`src/rtl/uart_rx_deframer_pkg.sv`:
```
// Shared definitions for the UART receive deframer.
// Latency: n/a (types, constants and a helper function only).
// Backpressure: n/a.
//
// Contents: frame FSM state encoding, data bits per frame, and the
// mid-bit sample point helper used to place the majority-vote samples.
package uart_rx_pkg;

  localparam int DATA_BITS = 8;

  typedef enum logic [2:0] {
    ST_IDLE      = 3'd0,
    ST_START     = 3'd1,
    ST_DATA      = 3'd2,
    ST_STOP      = 3'd3,
    ST_WAIT_IDLE = 3'd4
  } rx_state_e;

  // Centre of a bit period, in clock cycles from the start of the bit.
  function automatic int mid_of(input int clks_per_bit);
    return clks_per_bit / 2;
  endfunction

endpackage

```
`src/rtl/uart_rx_deframer_if.sv`:
```
// Byte stream handshake carrying received bytes to the consumer.
// Latency: n/a (wires only).
// Backpressure: consumer holds m_ready low to keep the head byte in place.
//
// Signals: m_data (byte at FIFO head), m_valid (byte available),
// m_ready (consumer takes m_data this cycle).
// Modports: master = deframer side, slave = consumer side.
interface uart_rx_deframer_if;
  import uart_rx_pkg::*;

  logic [DATA_BITS-1:0] m_data;
  logic                 m_valid;
  logic                 m_ready;

  modport master (output m_data, output m_valid, input m_ready);
  modport slave  (input m_data, input m_valid, output m_ready);

endinterface

```
`src/rtl/uart_rx_fifo.sv`:
```
// Generic synchronous first-word-fall-through FIFO.
// Latency: a push is visible on pop_data/empty the edge it is written.
// Backpressure: push while full is refused unless a pop happens the same cycle.
//
// Ports: clk, rst_n (async active-low), push/push_data (write side),
// full, pop (ignored while empty), empty, pop_data (head entry, always driven).
module uart_rx_fifo #(
  parameter int WIDTH = 8,
  parameter int DEPTH = 4
) (
  input  logic             clk,
  input  logic             rst_n,
  input  logic             push,
  input  logic [WIDTH-1:0] push_data,
  output logic             full,
  input  logic             pop,
  output logic             empty,
  output logic [WIDTH-1:0] pop_data
);

  localparam int AW = $clog2(DEPTH);
  localparam int CW = AW + 1;

  logic [WIDTH-1:0] mem_q [DEPTH];
  logic [WIDTH-1:0] mem_d [DEPTH];
  logic [AW-1:0]    wr_ptr_q, wr_ptr_d;
  logic [AW-1:0]    rd_ptr_q, rd_ptr_d;
  logic [CW-1:0]    count_q, count_d;
  logic             do_push, do_pop;

  assign empty    = (count_q == '0);
  assign full     = (count_q == CW'(DEPTH));
  assign pop_data = mem_q[rd_ptr_q];

  always_comb begin
    do_pop   = pop && !empty;
    // A pop in the same cycle frees the slot, so a full FIFO can still accept.
    do_push  = push && (!full || do_pop);
    mem_d    = mem_q;
    wr_ptr_d = wr_ptr_q;
    rd_ptr_d = rd_ptr_q;
    count_d  = count_q;
    if (do_push) begin
      mem_d[wr_ptr_q] = push_data;
      wr_ptr_d        = wr_ptr_q + AW'(1);
    end
    if (do_pop) begin
      rd_ptr_d = rd_ptr_q + AW'(1);
    end
    if (do_push && !do_pop) begin
      count_d = count_q + CW'(1);
    end else if (do_pop && !do_push) begin
      count_d = count_q - CW'(1);
    end
  end

  always_ff @(posedge clk or negedge rst_n) begin
    if (!rst_n) begin
      for (int i = 0; i < DEPTH; i++) begin
        mem_q[i] <= '0;
      end
      wr_ptr_q <= '0;
      rd_ptr_q <= '0;
      count_q  <= '0;
    end else begin
      mem_q    <= mem_d;
      wr_ptr_q <= wr_ptr_d;
      rd_ptr_q <= rd_ptr_d;
      count_q  <= count_d;
    end
  end

endmodule

```
`src/rtl/uart_rx_deframer.sv`:
```
// UART 8N1 receiver: synchronizes rx, majority-votes each bit, buffers bytes.
// Latency: byte lands in the FIFO on the edge after the stop-bit decision.
// Backpressure: m_ready low fills the FIFO; a byte arriving when full is dropped (overflow).
//
// Ports: clk, rst_n (async active-low), rx (raw serial line, idle high),
// m_if (master handshake: m_data/m_valid out, m_ready in),
// is_receiving (FSM not idle), frame_err / overflow (one-cycle pulses).
module uart_rx_deframer
  import uart_rx_pkg::*;
#(
  parameter int CLKS_PER_BIT = 1250,
  parameter int FIFO_DEPTH   = 4
) (
  input  logic                clk,
  input  logic                rst_n,
  input  logic                rx,
  uart_rx_deframer_if.master  m_if,
  output logic                is_receiving,
  output logic                frame_err,
  output logic                overflow
);

  localparam int CW  = $clog2(CLKS_PER_BIT);
  localparam int BW  = $clog2(DATA_BITS);
  localparam int MID = mid_of(CLKS_PER_BIT);

  localparam logic [CW-1:0] CNT_S0    = CW'(MID - 1);
  localparam logic [CW-1:0] CNT_S1    = CW'(MID);
  localparam logic [CW-1:0] CNT_DEC   = CW'(MID + 1);
  localparam logic [CW-1:0] CNT_PHASE = CW'(MID + 2);
  localparam logic [CW-1:0] CNT_LAST  = CW'(CLKS_PER_BIT - 1);
  localparam logic [BW-1:0] LAST_BIT  = BW'(DATA_BITS - 1);

  rx_state_e            state_q, state_d;
  logic                 rx_meta_q, rx_meta_d;
  logic                 rx_s_q, rx_s_d;
  logic                 rx_prev_q, rx_prev_d;
  logic [CW-1:0]        cnt_q, cnt_d;
  logic                 samp0_q, samp0_d;
  logic                 samp1_q, samp1_d;
  logic [BW-1:0]        bit_idx_q, bit_idx_d;
  logic [DATA_BITS-1:0] shift_q, shift_d;
  logic                 frame_err_q, frame_err_d;
  logic                 overflow_q, overflow_d;

  logic majority;
  logic decide;
  logic push;
  logic fifo_full;
  logic fifo_empty;

  uart_rx_fifo #(
    .WIDTH (DATA_BITS),
    .DEPTH (FIFO_DEPTH)
  ) u_fifo (
    .clk       (clk),
    .rst_n     (rst_n),
    .push      (push),
    .push_data (shift_q),
    .full      (fifo_full),
    .pop       (m_if.m_ready),
    .empty     (fifo_empty),
    .pop_data  (m_if.m_data)
  );

  assign m_if.m_valid = !fifo_empty;
  assign is_receiving = (state_q != ST_IDLE);
  assign frame_err    = frame_err_q;
  assign overflow     = overflow_q;

  // Two earlier samples are held; the third is the live rx_s at the decision point.
  assign majority = (samp0_q & samp1_q) | (samp0_q & rx_s_q) | (samp1_q & rx_s_q);
  assign decide   = (cnt_q == CNT_DEC);

  always_comb begin
    rx_meta_d   = rx;
    rx_s_d      = rx_meta_q;
    rx_prev_d   = rx_s_q;
    state_d     = state_q;
    cnt_d       = (cnt_q == CNT_LAST) ? '0 : cnt_q + CW'(1);
    samp0_d     = (cnt_q == CNT_S0) ? rx_s_q : samp0_q;
    samp1_d     = (cnt_q == CNT_S1) ? rx_s_q : samp1_q;
    bit_idx_d   = bit_idx_q;
    shift_d     = shift_q;
    push        = 1'b0;
    frame_err_d = 1'b0;

    case (state_q)
      ST_IDLE: begin
        cnt_d = '0;
        if (rx_prev_q && !rx_s_q) begin
          state_d = ST_START;
        end
      end
      ST_START: begin
        if (decide) begin
          if (majority) begin
            state_d = ST_IDLE;
          end else begin
            // Jump the counter forward so the next decision lands one full
            // bit period later, i.e. mid-way through data bit 0.
            state_d   = ST_DATA;
            cnt_d     = CNT_PHASE;
            bit_idx_d = '0;
          end
        end
      end
      ST_DATA: begin
        if (decide) begin
          shift_d   = {majority, shift_q[DATA_BITS-1:1]};
          bit_idx_d = bit_idx_q + BW'(1);
          if (bit_idx_q == LAST_BIT) begin
            state_d = ST_STOP;
          end
        end
      end
      ST_STOP: begin
        if (decide) begin
          if (majority) begin
            // Leave mid stop bit so a back-to-back start edge is not missed.
            push    = 1'b1;
            state_d = ST_IDLE;
          end else begin
            frame_err_d = 1'b1;
            state_d     = ST_WAIT_IDLE;
            cnt_d       = '0;
          end
        end
      end
      ST_WAIT_IDLE: begin
        // Require one full bit time of idle line so a break cannot retrigger.
        if (!rx_s_q) begin
          cnt_d = '0;
        end else if (cnt_q == CNT_LAST) begin
          state_d = ST_IDLE;
        end
      end
      default: begin
        state_d = ST_IDLE;
      end
    endcase

    overflow_d = push && fifo_full && !m_if.m_ready;
  end

  always_ff @(posedge clk or negedge rst_n) begin
    if (!rst_n) begin
      state_q     <= ST_IDLE;
      rx_meta_q   <= 1'b1;
      rx_s_q      <= 1'b1;
      rx_prev_q   <= 1'b1;
      cnt_q       <= '0;
      samp0_q     <= 1'b1;
      samp1_q     <= 1'b1;
      bit_idx_q   <= '0;
      shift_q     <= '0;
      frame_err_q <= 1'b0;
      overflow_q  <= 1'b0;
    end else begin
      state_q     <= state_d;
      rx_meta_q   <= rx_meta_d;
      rx_s_q      <= rx_s_d;
      rx_prev_q   <= rx_prev_d;
      cnt_q       <= cnt_d;
      samp0_q     <= samp0_d;
      samp1_q     <= samp1_d;
      bit_idx_q   <= bit_idx_d;
      shift_q     <= shift_d;
      frame_err_q <= frame_err_d;
      overflow_q  <= overflow_d;
    end
  end

endmodule

```
`src/flat_wrapper.sv`:
```
// flat-port wrapper written by rule: the top's interface ports become plain ports
module uart_rx_deframer_flat import uart_rx_pkg::*;
#(
  parameter int CLKS_PER_BIT = 1250,
  parameter int FIFO_DEPTH   = 4
)
  (clk, rst_n, rx, is_receiving, frame_err, overflow, m_if_m_data, m_if_m_valid, m_if_m_ready);
  uart_rx_deframer_if m_if_i ();
  input  logic clk;
  input  logic rst_n;
  input  logic rx;
  output logic is_receiving;
  output logic frame_err;
  output logic overflow;
  output wire logic [$bits(m_if_i.m_data)-1:0] m_if_m_data;
  output wire logic [$bits(m_if_i.m_valid)-1:0] m_if_m_valid;
  input wire logic [$bits(m_if_i.m_ready)-1:0] m_if_m_ready;
  assign m_if_m_data = m_if_i.m_data;
  assign m_if_m_valid = m_if_i.m_valid;
  assign m_if_i.m_ready = m_if_m_ready;
  uart_rx_deframer #(.CLKS_PER_BIT(CLKS_PER_BIT), .FIFO_DEPTH(FIFO_DEPTH)) u_core (.clk(clk), .rst_n(rst_n), .rx(rx), .m_if(m_if_i), .is_receiving(is_receiving), .frame_err(frame_err), .overflow(overflow));
endmodule
```
`config.mk`:
```
export PLATFORM = sky130hd
export DESIGN_NAME = uart_rx_deframer_flat
export DESIGN_NICKNAME = d
export VERILOG_FILES = /design/src/rtl/uart_rx_deframer_pkg.sv /design/src/rtl/uart_rx_deframer_if.sv /design/src/rtl/uart_rx_fifo.sv /design/src/rtl/uart_rx_deframer.sv /design/src/flat_wrapper.sv
export SDC_FILE = /design/constraint.sdc
export NUM_CORES = 1
export LEC_CHECK = 0
export CORE_AREA = 2 2 87 89
export CTS_BUF_LIST = sky130_fd_sc_hd__clkbuf_4 sky130_fd_sc_hd__clkbuf_8
export DETAILED_ROUTE_END_ITERATION = 12
export DIE_AREA = 0 0 89 91
export PLACE_DENSITY = 0.77
export SKIP_LAST_GASP = 1
export SLEW_MARGIN = 5
export SYNTH_ARGS = -nofsm -noshare
export SYNTH_HDL_FRONTEND = slang
export SYNTH_SLANG_ARGS = --single-unit
```
`constraint.sdc`:
```
create_clock -name clk -period 3.25 [get_ports clk]
set_clock_uncertainty 0.15 [all_clocks]
set_input_delay 0.4875 -clock clk [delete_from_list [all_inputs] [get_ports clk]]
set_output_delay 0.4875 -clock clk [all_outputs]
set_load 0.02 [all_outputs]
```
==> out/results.txt <==
Status - completed
Clock Root Buffer - clkbuf_8
Final setup fails - 0
Die H - 91 µm
Postcts setup bufs - 0
DRC marker count from the first detailed-route iteration - 136
Post_cts resized - 0
Starting density of the core - 0.494
Post-route DRC - 0
Worst hold slack - 0.0191 ns
Register bit total from synthesis - 71
Final #Nets - 303
Setup TNS Final - 0 ns
H-tree lvl count - 3
Max clock buf depth - 2
Inserted Diodes - 0
Most frequent cells in the layout - dfrtp_1 (66), mux2_2 (41), nand2_1 (17), nor2_1 (16), clkdlybuf4s50_1 (14)
Vias - 2,101
Critical path capture point type - register
FF-to-FF setup slack - 0.29 ns
Die width - 89 µm
Fmax - 338 MHz
Gpl congestion - 0.776
GRT overflow - 0
Hold buffers post-CTS - 0
R2R cell count - 11
Pre-antenna DRT Iters - 4
Num CTS Buffers - 9
Number of synthesized flops with an enable pin - 0
Synthesized area - 3520 µm²
Crit-path max FO - 5
Met2 Usage GRT - 0.260
GR Util met3 - 0.0355
P_leak - 1.82 nW
Pin count of the biggest net entering global routing - 43
Slew @ Worst Pin - 0.690 ns
GR Layer Usage met1 - 0.255
Critical Path RT - 3.37 ns
Vias in the first global route - 2,198
Post-synth net total - 281
Avg Cell Area, Syn - 13.3 µm²
CTS tree - yes
Sink Count - 71
Fin. max-slew vios - 0
PwrDens - 560 nW/µm²
Worst r2r src - u_core.cnt_q[0]
Gr usage total - 0.178
Via/cell ratio - 5.37
Slowest Stage Delay on Critical Path - 0.47 ns
Antenna-violating nets left - 0
CP Capture Point - u_core.u_fifo.count_q[2]
WP data arrival - 3.08 ns
First-pass GRT wire length - 11,000 µm
GR peak layer - met2
RSZ-0062 raised after global routing - no
Peak supply drop - 0.000251 V
Total power draw - 2.25 mW
Crit path max-delay cell type - nor4_2
Type of the worst min-delay path - input port to async pin
Area Overhead vs Synth - 13.9%
Relative slew slack - 0.540
# Max-Cap Violations - 0
Die Footprint - 8100 µm²
WS Path Type - register to register
Synth warn - 0
Layout cells sized above 1 - 0.318
Port bufs - 15
CP Launch Type - register
Hpwl dp - 4300 µm
Synth Flop Type - dfrtp_1
Reg2reg end - u_core.u_fifo.count_q[2]
Core ar. - 7140 µm²
Clock-pin slew on the worst setup and hold paths - 0.08 ns
Min Tclk post-route - 2.96 ns
Seq/Total Area, Yosys - 0.506
Final period utilization - 0.910
Total Wirelength - 6290 µm
# IOs - 16
Hold Violations, Final - 0
Worst Setup SP - u_core.cnt_q[0]
Drt wl/cell - 16.1 µm
Clk_lat worst skew - 0.35 ns
Post-Synthesis Cells - 265
Ys async rst share - 1.00
Most common cell after layout, fill and taps aside - dfrtp_1
Row cnt - 31
Initial antenna violation count - 0
Distinct cells, synth - 53
CP Cell Sequence - inv_1, ha_1, nor3b_4, nand3_1, nor4_2, ha_1, inv_1, fa_1, xor2_1, nor2_1, xor2_1
report_power, final:
part | switching [mW] | leakage (nW) | internal (mW) | total, mW
sequential | 0.174 | 0.945 | 0.962 | 1.14
clock | 0.354 | 0.115 | 0.442 | 0.796
combinational | 0.143 | 0.760 | 0.174 | 0.317
stage by stage:
stage               setup WS [ns]  cells  utilization  instance area, µm²
CTS                         0.261    391        0.562                4010
global placement            0.473    375        0.530                3780
floorplan                   0.570    265            -                3520
finish                      0.292    391        0.562                4010
global route               0.0424    391        0.562                4010
detailed placement          0.299    375        0.530                3780
routing by layer:
metal  up-vias  share of wire
met2        35           0.48
met1      1054           0.47
met4         0          0.020
li1       1004              -
met5         -              0
met3         8          0.030
critical path, delay by kind of cell, from the launching register on:
family | cells | cell delay, ns
adder cells (fa/ha/maj) | 3 | 0.79
XOR/XNOR | 2 | 0.31
flip-flops | 1 | 0.43
AND/OR/NAND/NOR | 4 | 0.99
buffers and inverters | 2 | 0.19
how the worst min path moves through the flow:
stage          slack [ns]        startpoint  cells after the start             endpoint
6_report             0.02             rst_n                      1  u_core.bit_idx_q[1]
5_1_grt              0.07             rst_n                      1    u_core.state_q[2]
4_1_cts              0.05             rst_n                      1  u_core.bit_idx_q[2]
3_5_place_dp         0.20  u_core.rx_meta_q                      0     u_core.rx_prev_d
3_3_place_gp         0.20  u_core.rx_meta_q                      0     u_core.rx_prev_d
2_1_floorplan        0.04             rst_n                      0  u_core.bit_idx_q[0]
flip-flops by register name, summed over array words and instances, names as in the netlist, 2 cells and up:
name and flops:
u_core.u_fifo.mem_q 32, u_core.cnt_q 11, u_core.shift_q 8, u_core.bit_idx_q 3, u_core.state_q 3, u_core.u_fifo.count_q 3, u_core.u_fifo.rd_ptr_q 2, u_core.u_fifo.wr_ptr_q 2
cells in the mapped netlist (all sizes together) (2+ instances only):
master	n	area share
dfrtp	66	0.47
buf	5	0.012
nor4	6	0.029
xor2	7	0.017
o21ai	4	0.0067
o22ai	2	0.0036
dfstp	5	0.037
and3	2	0.0039
nand2	17	0.018
nor3b	4	0.015
nor3	2	0.0028
a211oi	2	0.0043
a21o	5	0.011
nand3	12	0.018
or3	2	0.0036
nor2	16	0.017
inv	6	0.0064
nand4	4	0.011
a21oi	3	0.0043
mux2	44	0.14
nor4b	2	0.0092
mux4	8	0.051
xnor2	8	0.020
ha	11	0.039
clkbuf	7	0.011
cell families after synthesis:
| logic type | Yosys count | synth area share |
|---|---|---|
| XOR/XNOR | 15 | 0.0373 |
| buffers and inverters | 18 | 0.0291 |
| multiplexers | 52 | 0.192 |
| flip-flops | 71 | 0.506 |
| AO/OA/AOI/OAI | 23 | 0.0458 |
| adder cells (fa/ha/maj) | 13 | 0.0476 |
| AND/OR/NAND/NOR | 73 | 0.142 |
final cells by class:
cell class / count / area (µm²)
Sequential cell: 71 / 1780
Fill cell: 607 / 3120
Tap cell: 99 / 124
Clock inverter: 7 / 104
Inverter: 6 / 22.5
Multi-Input combinational cell: 176 / 1640
Clock buffer: 9 / 124
Timing Repair Buffer: 23 / 218
Note: power is estimated with default switching activity, not from simulation.
